File: config.mk
export PLATFORM = sky130hd
export DESIGN_NAME = scr1_dmi_chain_ctrl
export DESIGN_NICKNAME = d
export VERILOG_FILES = /design/src/rtl/scr1_dmi_chain_ctrl_pkg.sv /design/src/rtl/scr1_dmi_shreg.sv /design/src/rtl/scr1_dmi_chain_ctrl.sv
export SDC_FILE = /design/constraint.sdc
export NUM_CORES = 1
export LEC_CHECK = 0
export CAP_MARGIN = 20
export CORE_AREA = 10 10 115 117
export DETAILED_ROUTE_END_ITERATION = 10
export DIE_AREA = 0 0 125 127
export DONT_BUFFER_PORTS = 1
export PLACE_DENSITY = 0.75
export SLEW_MARGIN = 20
export SYNTH_ARGS = -nofsm -noshare
export SYNTH_HDL_FRONTEND = slang
export SYNTH_SLANG_ARGS = --single-unit
export TNS_END_PERCENT = 50
File: constraint.sdc
create_clock -name clk -period 1.7 [get_ports clk]
set_input_delay 0.17 -clock clk [delete_from_list [all_inputs] [get_ports clk]]
set_output_delay 0.17 -clock clk [all_outputs]
set_load 0.01 [all_outputs]
File: src/rtl/scr1_dmi_chain_ctrl_pkg.sv
// Shared constants and types for the SysCLK-side DMI chain controller:
// chain IDs, DMI op/status encodings, DTMCS field positions and FSM states.
package scr1_dmi_chain_ctrl_pkg;

    localparam int unsigned SCR1_DBG_DMI_CH_ID_WIDTH_DEF = 2;
    localparam int unsigned SCR1_DBG_DMI_ADDR_WIDTH_DEF  = 7;
    localparam int unsigned SCR1_DBG_DMI_DATA_WIDTH_DEF  = 32;
    localparam int unsigned SCR1_DBG_DMI_OP_WIDTH_DEF    = 2;

    localparam int unsigned CH_ID_DTMCS      = 1;
    localparam int unsigned CH_ID_DMI_ACCESS = 2;

    localparam int unsigned DTMCS_WIDTH      = 32;
    localparam int unsigned DMI_ACCESS_WIDTH = 41;

    localparam logic [1:0] DMI_OP_NOP     = 2'd0;
    localparam logic [1:0] DMI_OP_READ    = 2'd1;
    localparam logic [1:0] DMI_OP_WRITE   = 2'd2;
    localparam logic [1:0] DMI_ST_SUCCESS = 2'd0;
    localparam logic [1:0] DMI_ST_BUSY    = 2'd3;

    localparam int unsigned DTMCS_VERSION_LSB   = 0;
    localparam int unsigned DTMCS_ABITS_LSB     = 4;
    localparam int unsigned DTMCS_DMISTAT_LSB   = 10;
    localparam int unsigned DTMCS_IDLE_LSB      = 12;
    localparam int unsigned DTMCS_DMIRESET_BIT  = 16;
    localparam int unsigned DTMCS_HARDRESET_BIT = 17;

    typedef enum logic {
        StIdle,
        StReq
    } dmi_state_e;

    // Read-only DTMCS image; dmistat mirrors the sticky busy flag.
    function automatic logic [DTMCS_WIDTH-1:0] dtmcs_value(input logic busy,
                                                           input logic [5:0] abits);
        logic [DTMCS_WIDTH-1:0] v;
        v = '0;
        v[DTMCS_VERSION_LSB +: 4] = 4'd1;
        v[DTMCS_ABITS_LSB +: 6]   = abits;
        v[DTMCS_DMISTAT_LSB +: 2] = {2{busy}};
        v[DTMCS_IDLE_LSB +: 3]    = 3'd1;
        return v;
    endfunction

endpackage

File: src/rtl/scr1_dmi_shreg.sv
// Generic capture/shift register; shifts toward bit 0, which drives TDO.
module scr1_dmi_shreg #(
    parameter int unsigned Width = 32
) (
    input  logic             clk,
    input  logic             rst_n,
    input  logic             capture,
    input  logic             shift,
    input  logic             tdi,
    input  logic [Width-1:0] cap_data,
    output logic [Width-1:0] data,
    output logic             tdo
);

    logic [Width-1:0] data_q;

    always_ff @(posedge clk or negedge rst_n) begin
        if (!rst_n) begin
            data_q <= '0;
        end else if (capture) begin
            data_q <= cap_data;
        end else if (shift) begin
            data_q <= {tdi, data_q[Width-1:1]};
        end
    end

    assign data = data_q;
    assign tdo  = data_q[0];

endmodule

File: src/rtl/scr1_dmi_chain_ctrl.sv
// SysCLK-domain DTMCS / DMI_ACCESS chain handler with DM req/resp handshake.
// Optional: define SCR1_DBG_DMI_HARDRESET_EN to honour DTMCS.dmihardreset.
module scr1_dmi_chain_ctrl
    import scr1_dmi_chain_ctrl_pkg::*;
#(
    parameter int unsigned SCR1_DBG_DMI_CH_ID_WIDTH = SCR1_DBG_DMI_CH_ID_WIDTH_DEF,
    parameter int unsigned SCR1_DBG_DMI_ADDR_WIDTH  = SCR1_DBG_DMI_ADDR_WIDTH_DEF,
    parameter int unsigned SCR1_DBG_DMI_DATA_WIDTH  = SCR1_DBG_DMI_DATA_WIDTH_DEF,
    parameter int unsigned SCR1_DBG_DMI_OP_WIDTH    = SCR1_DBG_DMI_OP_WIDTH_DEF
) (
    input  logic                                clk,
    input  logic                                rst_n,
    input  logic                                tapcsync2dmi_ch_sel_i,
    input  logic [SCR1_DBG_DMI_CH_ID_WIDTH-1:0] tapcsync2core_ch_id_i,
    input  logic                                tapcsync2core_ch_capture_i,
    input  logic                                tapcsync2core_ch_shift_i,
    input  logic                                tapcsync2core_ch_update_i,
    input  logic                                tapcsync2core_ch_tdi_i,
    output logic                                tapcsync2core_ch_tdo_o,
    output logic                                dmi2dm_req_o,
    output logic                                dmi2dm_wr_o,
    output logic [SCR1_DBG_DMI_ADDR_WIDTH-1:0]  dmi2dm_addr_o,
    output logic [SCR1_DBG_DMI_DATA_WIDTH-1:0]  dmi2dm_wdata_o,
    input  logic                                dm2dmi_resp_i,
    input  logic [SCR1_DBG_DMI_DATA_WIDTH-1:0]  dm2dmi_rdata_i
);

    localparam int unsigned AW   = SCR1_DBG_DMI_ADDR_WIDTH;
    localparam int unsigned DW   = SCR1_DBG_DMI_DATA_WIDTH;
    localparam int unsigned OW   = SCR1_DBG_DMI_OP_WIDTH;
    localparam int unsigned DmiW = AW + DW + OW;
    localparam int unsigned IdW  = SCR1_DBG_DMI_CH_ID_WIDTH;

    dmi_state_e       state;
    logic             req_q;
    logic             wr_q;
    logic [AW-1:0]    addr_q;
    logic [DW-1:0]    data_q;
    logic             busy_q;

    logic             is_dtmcs;
    logic             is_dmi;
    logic             capture;
    logic             update;
    logic             shift;
    logic [DTMCS_WIDTH-1:0] dtmcs_sh;
    logic [DmiW-1:0]  dmi_sh;
    logic             dtmcs_tdo;
    logic             dmi_tdo;
    logic             dmi_op_busy;
    logic [OW-1:0]    dmi_cap_op;
    logic [OW-1:0]    upd_op;
    logic             unused_dtmcs_bits;

    assign is_dtmcs = tapcsync2dmi_ch_sel_i && (tapcsync2core_ch_id_i == IdW'(CH_ID_DTMCS));
    assign is_dmi   = tapcsync2dmi_ch_sel_i && (tapcsync2core_ch_id_i == IdW'(CH_ID_DMI_ACCESS));

    // Strobe priority: capture > update > shift.
    assign capture = tapcsync2core_ch_capture_i;
    assign update  = tapcsync2core_ch_update_i & ~capture;
    assign shift   = tapcsync2core_ch_shift_i & ~capture & ~tapcsync2core_ch_update_i;

    assign dmi_op_busy = (state != StIdle) || busy_q;
    assign dmi_cap_op  = dmi_op_busy ? OW'(DMI_ST_BUSY) : OW'(DMI_ST_SUCCESS);
    assign upd_op      = dmi_sh[OW-1:0];

    scr1_dmi_shreg #(
        .Width (DTMCS_WIDTH)
    ) u_dtmcs_shreg (
        .clk      (clk),
        .rst_n    (rst_n),
        .capture  (is_dtmcs & capture),
        .shift    (is_dtmcs & shift),
        .tdi      (tapcsync2core_ch_tdi_i),
        .cap_data (dtmcs_value(busy_q, 6'(AW))),
        .data     (dtmcs_sh),
        .tdo      (dtmcs_tdo)
    );

    scr1_dmi_shreg #(
        .Width (DmiW)
    ) u_dmi_shreg (
        .clk      (clk),
        .rst_n    (rst_n),
        .capture  (is_dmi & capture),
        .shift    (is_dmi & shift),
        .tdi      (tapcsync2core_ch_tdi_i),
        .cap_data ({addr_q, data_q, dmi_cap_op}),
        .data     (dmi_sh),
        .tdo      (dmi_tdo)
    );

    assign unused_dtmcs_bits = ^{dtmcs_sh[31:17], dtmcs_sh[15:0]};

    always_ff @(posedge clk or negedge rst_n) begin
        if (!rst_n) begin
            state  <= StIdle;
            req_q  <= 1'b0;
            wr_q   <= 1'b0;
            addr_q <= '0;
            data_q <= '0;
            busy_q <= 1'b0;
        end else begin
            if (is_dmi && capture && dmi_op_busy) begin
                busy_q <= 1'b1;
            end
            if (is_dtmcs && update && dtmcs_sh[DTMCS_DMIRESET_BIT]) begin
                busy_q <= 1'b0;
            end
            unique case (state)
                StIdle: begin
                    if (is_dmi && update && !busy_q &&
                        (upd_op == OW'(DMI_OP_READ) || upd_op == OW'(DMI_OP_WRITE))) begin
                        state  <= StReq;
                        req_q  <= 1'b1;
                        wr_q   <= (upd_op == OW'(DMI_OP_WRITE));
                        addr_q <= dmi_sh[DmiW-1 -: AW];
                        data_q <= dmi_sh[OW +: DW];
                    end
                end
                StReq: begin
                    if (dm2dmi_resp_i) begin
                        state <= StIdle;
                        req_q <= 1'b0;
                        if (!wr_q) begin
                            data_q <= dm2dmi_rdata_i;
                        end
                    end
                end
                default: state <= StIdle;
            endcase
`ifdef SCR1_DBG_DMI_HARDRESET_EN
            // Abandon any outstanding request; a late resp then lands in IDLE.
            if (is_dtmcs && update && dtmcs_sh[DTMCS_HARDRESET_BIT]) begin
                state  <= StIdle;
                req_q  <= 1'b0;
                busy_q <= 1'b0;
            end
`endif
        end
    end

    assign tapcsync2core_ch_tdo_o = is_dtmcs ? dtmcs_tdo : (is_dmi ? dmi_tdo : 1'b0);
    assign dmi2dm_req_o   = req_q;
    assign dmi2dm_wr_o    = wr_q;
    assign dmi2dm_addr_o  = addr_q;
    assign dmi2dm_wdata_o = data_q;

endmodule
==> run_results.csv <==
group,metric,value,unit
floorplan,core,11130,µm²
worst_hold_path,hold_path.class,"in -> async",
routing,dr.pass1.iters,4,
outcome,violations,"negative hold slack, negative setup slack",
sta,grt_setup_unrepaired,"true",
synthesis,synth-edff-count,0,
grt,globalRouteOverflowTotal,0,
critical_path,cp-start-kind,"flop",
place,io_buffers,0,
final_layout,register_area,2904,µm²
power,power_density,1682,nW/µm²
flow_run,drv_cap,0,
floorplan,io_pins,84,
floorplan,die_h,127,µm
sta,worst_slack,-0.1424,ns
routing,wl,12700,µm
grt,antenna_found_initial,0,
synthesis,synth_area,5390,µm²
synthesis,syn_area_per_cell,11.49,µm²
floorplan,fp.dieW,125,µm
synthesis,syn_inst,469,
final_layout,fillers,892,
sta,timing.hold.ws,-0.5296,ns
critical_path,crit_fanout,8,
floorplan,dieArea,15880,µm²
power,p_clk_frac,0.351,
final_layout,fin_nets,534,
synthesis,syn_nets,512,
sta,finalMaxSlewViolations,0,
cts,worstSkewPairLatency,0.41,ns
synthesis,ys_top_cells_by_count,"116 x dfrtp_1, 57 x mux2_2, 48 x inv_1, 48 x mux2i_1, 39 x o22ai_1",
final_layout,fin_area,6585,µm²
cts,clockBufferDepth,2,
power,ir_drop,0.0009523,V
grt,grt_pass1_vias,3767,
synthesis,yosysSeqAreaShare,0.5385,
sta,setup_tns,-4.373,ns
grt,grt_pass1_wl,19600,µm
final_layout,drive_above_1_share,0.2639,
sta,relSlewSlack,0.7400,
cts,cts-root-buf,"clkbuf_16",
place,place_ws,-0.1442,ns
floorplan,num_rows,39,
cts,clock-sinks,116,
synthesis,yosysWarnings,0,
place,placed_cell_area,5632,µm²
synthesis,ys_types,26,
cts,clk_pin_slew,0.05,ns
sta,finalClockSkew,0.005814,ns
synthesis,netlist.area_leader.share,0.5385,
routing,first_iter_violations,320,
sta,hold_violations,116,
final_layout,multi_input_area,2285,µm²
synthesis,synth_area_leaders,"dfrtp_1 54%, mux2_2 12%, mux2i_1 8.9%, o22ai_1 4.5%, inv_1 3.3%",
routing,num_vias,3543,
outcome,status,"finished with violations",
cts,cts_buffers,17,
routing,via_per_inst,5.476,
place,dpl.hpwl,7604,µm
sta,setup_violations,40,
critical_path,required,1.99,ns
power,p_sw,3.245,mW
final_layout,diodes,0,
sta,layout_min_cycle_time,1.842,ns
synthesis,ys.flop_type,"dfrtp_1",
synthesis,synth_most_common_cell,"dfrtp_1",
floorplan,initial_core_util,0.4845,
place,place_congestion,0.8037,
critical_path,worst_setup_path_end_kind,"flop",
power,pwr-share-seq,0.435,
cts,h-tree-depth,4,
routing,ant_nets,0,
sta,period_share,1.084,
sta,max_freq,542.8,MHz
power,intPower,7.833,mW
synthesis,async_flop_share,1.000,
power,p_leak,2.978,nW
synthesis,yosys.area.top_type,"dfrtp_1",
grt,grt_max_degree,117,
final_layout,area_growth,22.17,%
grt,grt_use_total,0.1533,
cts,hold_buffers,9,
critical_path,crit_type,"reg -> reg",
cts,cts_tree,"built",
routing,wl_per_cell,19.63,µm
sta,worst_pin_slew,0.3901,ns
power,comb_power_share,0.214,
critical_path,worstPathArrival,2.13,ns
synthesis,ys_seq_elements,116,
power,swShare,0.2929,
routing,drc,0,
==> cell usage in the layout, fill, tap and decap left out, drive strengths merged <==
| cell | n |
|---|---|
| a211oi | 1 |
| a21oi | 2 |
| a31oi | 1 |
| and2 | 1 |
| and4b | 1 |
| buf | 23 |
| bufinv | 4 |
| clkbuf | 26 |
| clkinv | 4 |
| dfrtp | 116 |
| dlygate4sd3 | 9 |
| ha | 1 |
| inv | 48 |
| mux2 | 68 |
| mux2i | 48 |
| nand2 | 38 |
| nand2b | 2 |
| nand3b | 3 |
| nor2 | 7 |
| nor2b | 24 |
| o21ai | 35 |
| o22ai | 39 |
| o41ai | 1 |
| or2 | 1 |
| or4 | 1 |
==> registers in the layout, indices dropped and copies added (netlist names) <==
register and flops:
dmi2dm_wdata_o 32, dmi2dm_req_o 1, u_dmi_shreg.data 41, busy_q 1, state 1, dmi2dm_addr_o 7
u_dtmcs_shreg.data 32, dmi2dm_wr_o 1
==> worst paths after layout <==
path	endpoint	from	slack, ns	depth (start not counted)
worst max-delay path	dmi2dm_wdata_o[21]	u_dmi_shreg.data[0]	-0.14	6
worst min-delay path	dmi2dm_addr_o[3]	rst_n	-0.53	0
worst max register to register	dmi2dm_wdata_o[21]	u_dmi_shreg.data[0]	-0.14	6
worst min register to register	u_dtmcs_shreg.data[8]	u_dtmcs_shreg.data[8]	0.48	1
max in group asynchronous	u_dtmcs_shreg.data[21]	rst_n	2.05	0
min in group clk	dmi2dm_wdata_o[7]	dm2dmi_rdata_i[7]	0.02	3
==> power groups by stage <==
stage | clock (mW) | sequential, mW | combinational (mW)
floorplan | 0 | 4.54 | 1.64
global placement | 0 | 4.81 | 1.91
detailed placement | 0 | 4.85 | 2.05
CTS | 3.95 | 4.83 | 2.09
global route | 4.08 | 4.96 | 2.64
finish | 3.89 | 4.82 | 2.37
==> cell type report <==
class | instances | share of cell area
flip-flops and latches | 116 | 0.4410
multi-input cells | 274 | 0.3469
clock buffers | 24 | 0.07771
repair buffers | 34 | 0.05795
inverters | 48 | 0.02736
well taps | 143 | 0.02717
clock inverters | 8 | 0.02185
==> per-stage QoR <==
step,hold WS [ns],utilization,cells,power [mW]
6_report,-0.5296,0.5919,647,11.08
5_1_grt,-0.5603,0.5919,647,11.69
4_1_cts,-0.5609,0.5742,641,10.87
3_5_place_dp,-0.1190,0.5062,599,6.901
3_3_place_gp,-0.1191,0.5062,599,6.713
2_1_floorplan,-0.1256,-,469,6.185
==> layer usage <==
layer | global-route usage | vias up | part of all wire
li1 | - | 1652 | -
met1 | 0.1706 | 1789 | 0.43
met2 | 0.2536 | 80 | 0.49
met3 | 0.05997 | 22 | 0.059
met4 | 0.07385 | 0 | 0.028
met5 | 0 | - | 0
==> timing repair <==
item,in CTS,in global routing
setup buffers,1,2
gates cloned,0,4
pin swaps,0,1
hold endpoints to repair,131,116
endpoints found under the setup margin,40,41
resized for setup,3,31
==> cell families (layout without fill, tap and decap cells) <==
| kind of cell | after synthesis | in the layout | synth area share |
|---|---|---|---|
| DFF | 116 | 116 | 0.5385 |
| buffers and inverters | 79 | 114 | 0.06244 |
| AOI/OAI and AO/OA | 79 | 79 | 0.08821 |
| and+or+nand+nor | 78 | 78 | 0.07173 |
| muxes | 116 | 116 | 0.2368 |
| adders and majority gates | 1 | 1 | 0.002321 |
==> critical path: stages (launching register included) <==
cell,delay [ns]
dfrtp_1,0.39
inv_2,0.08
ha_4,0.21
o41ai_4,0.33
buf_6,0.20
buf_8,0.16
mux2_2,0.35
Note: power is estimated with default switching activity, not from simulation.
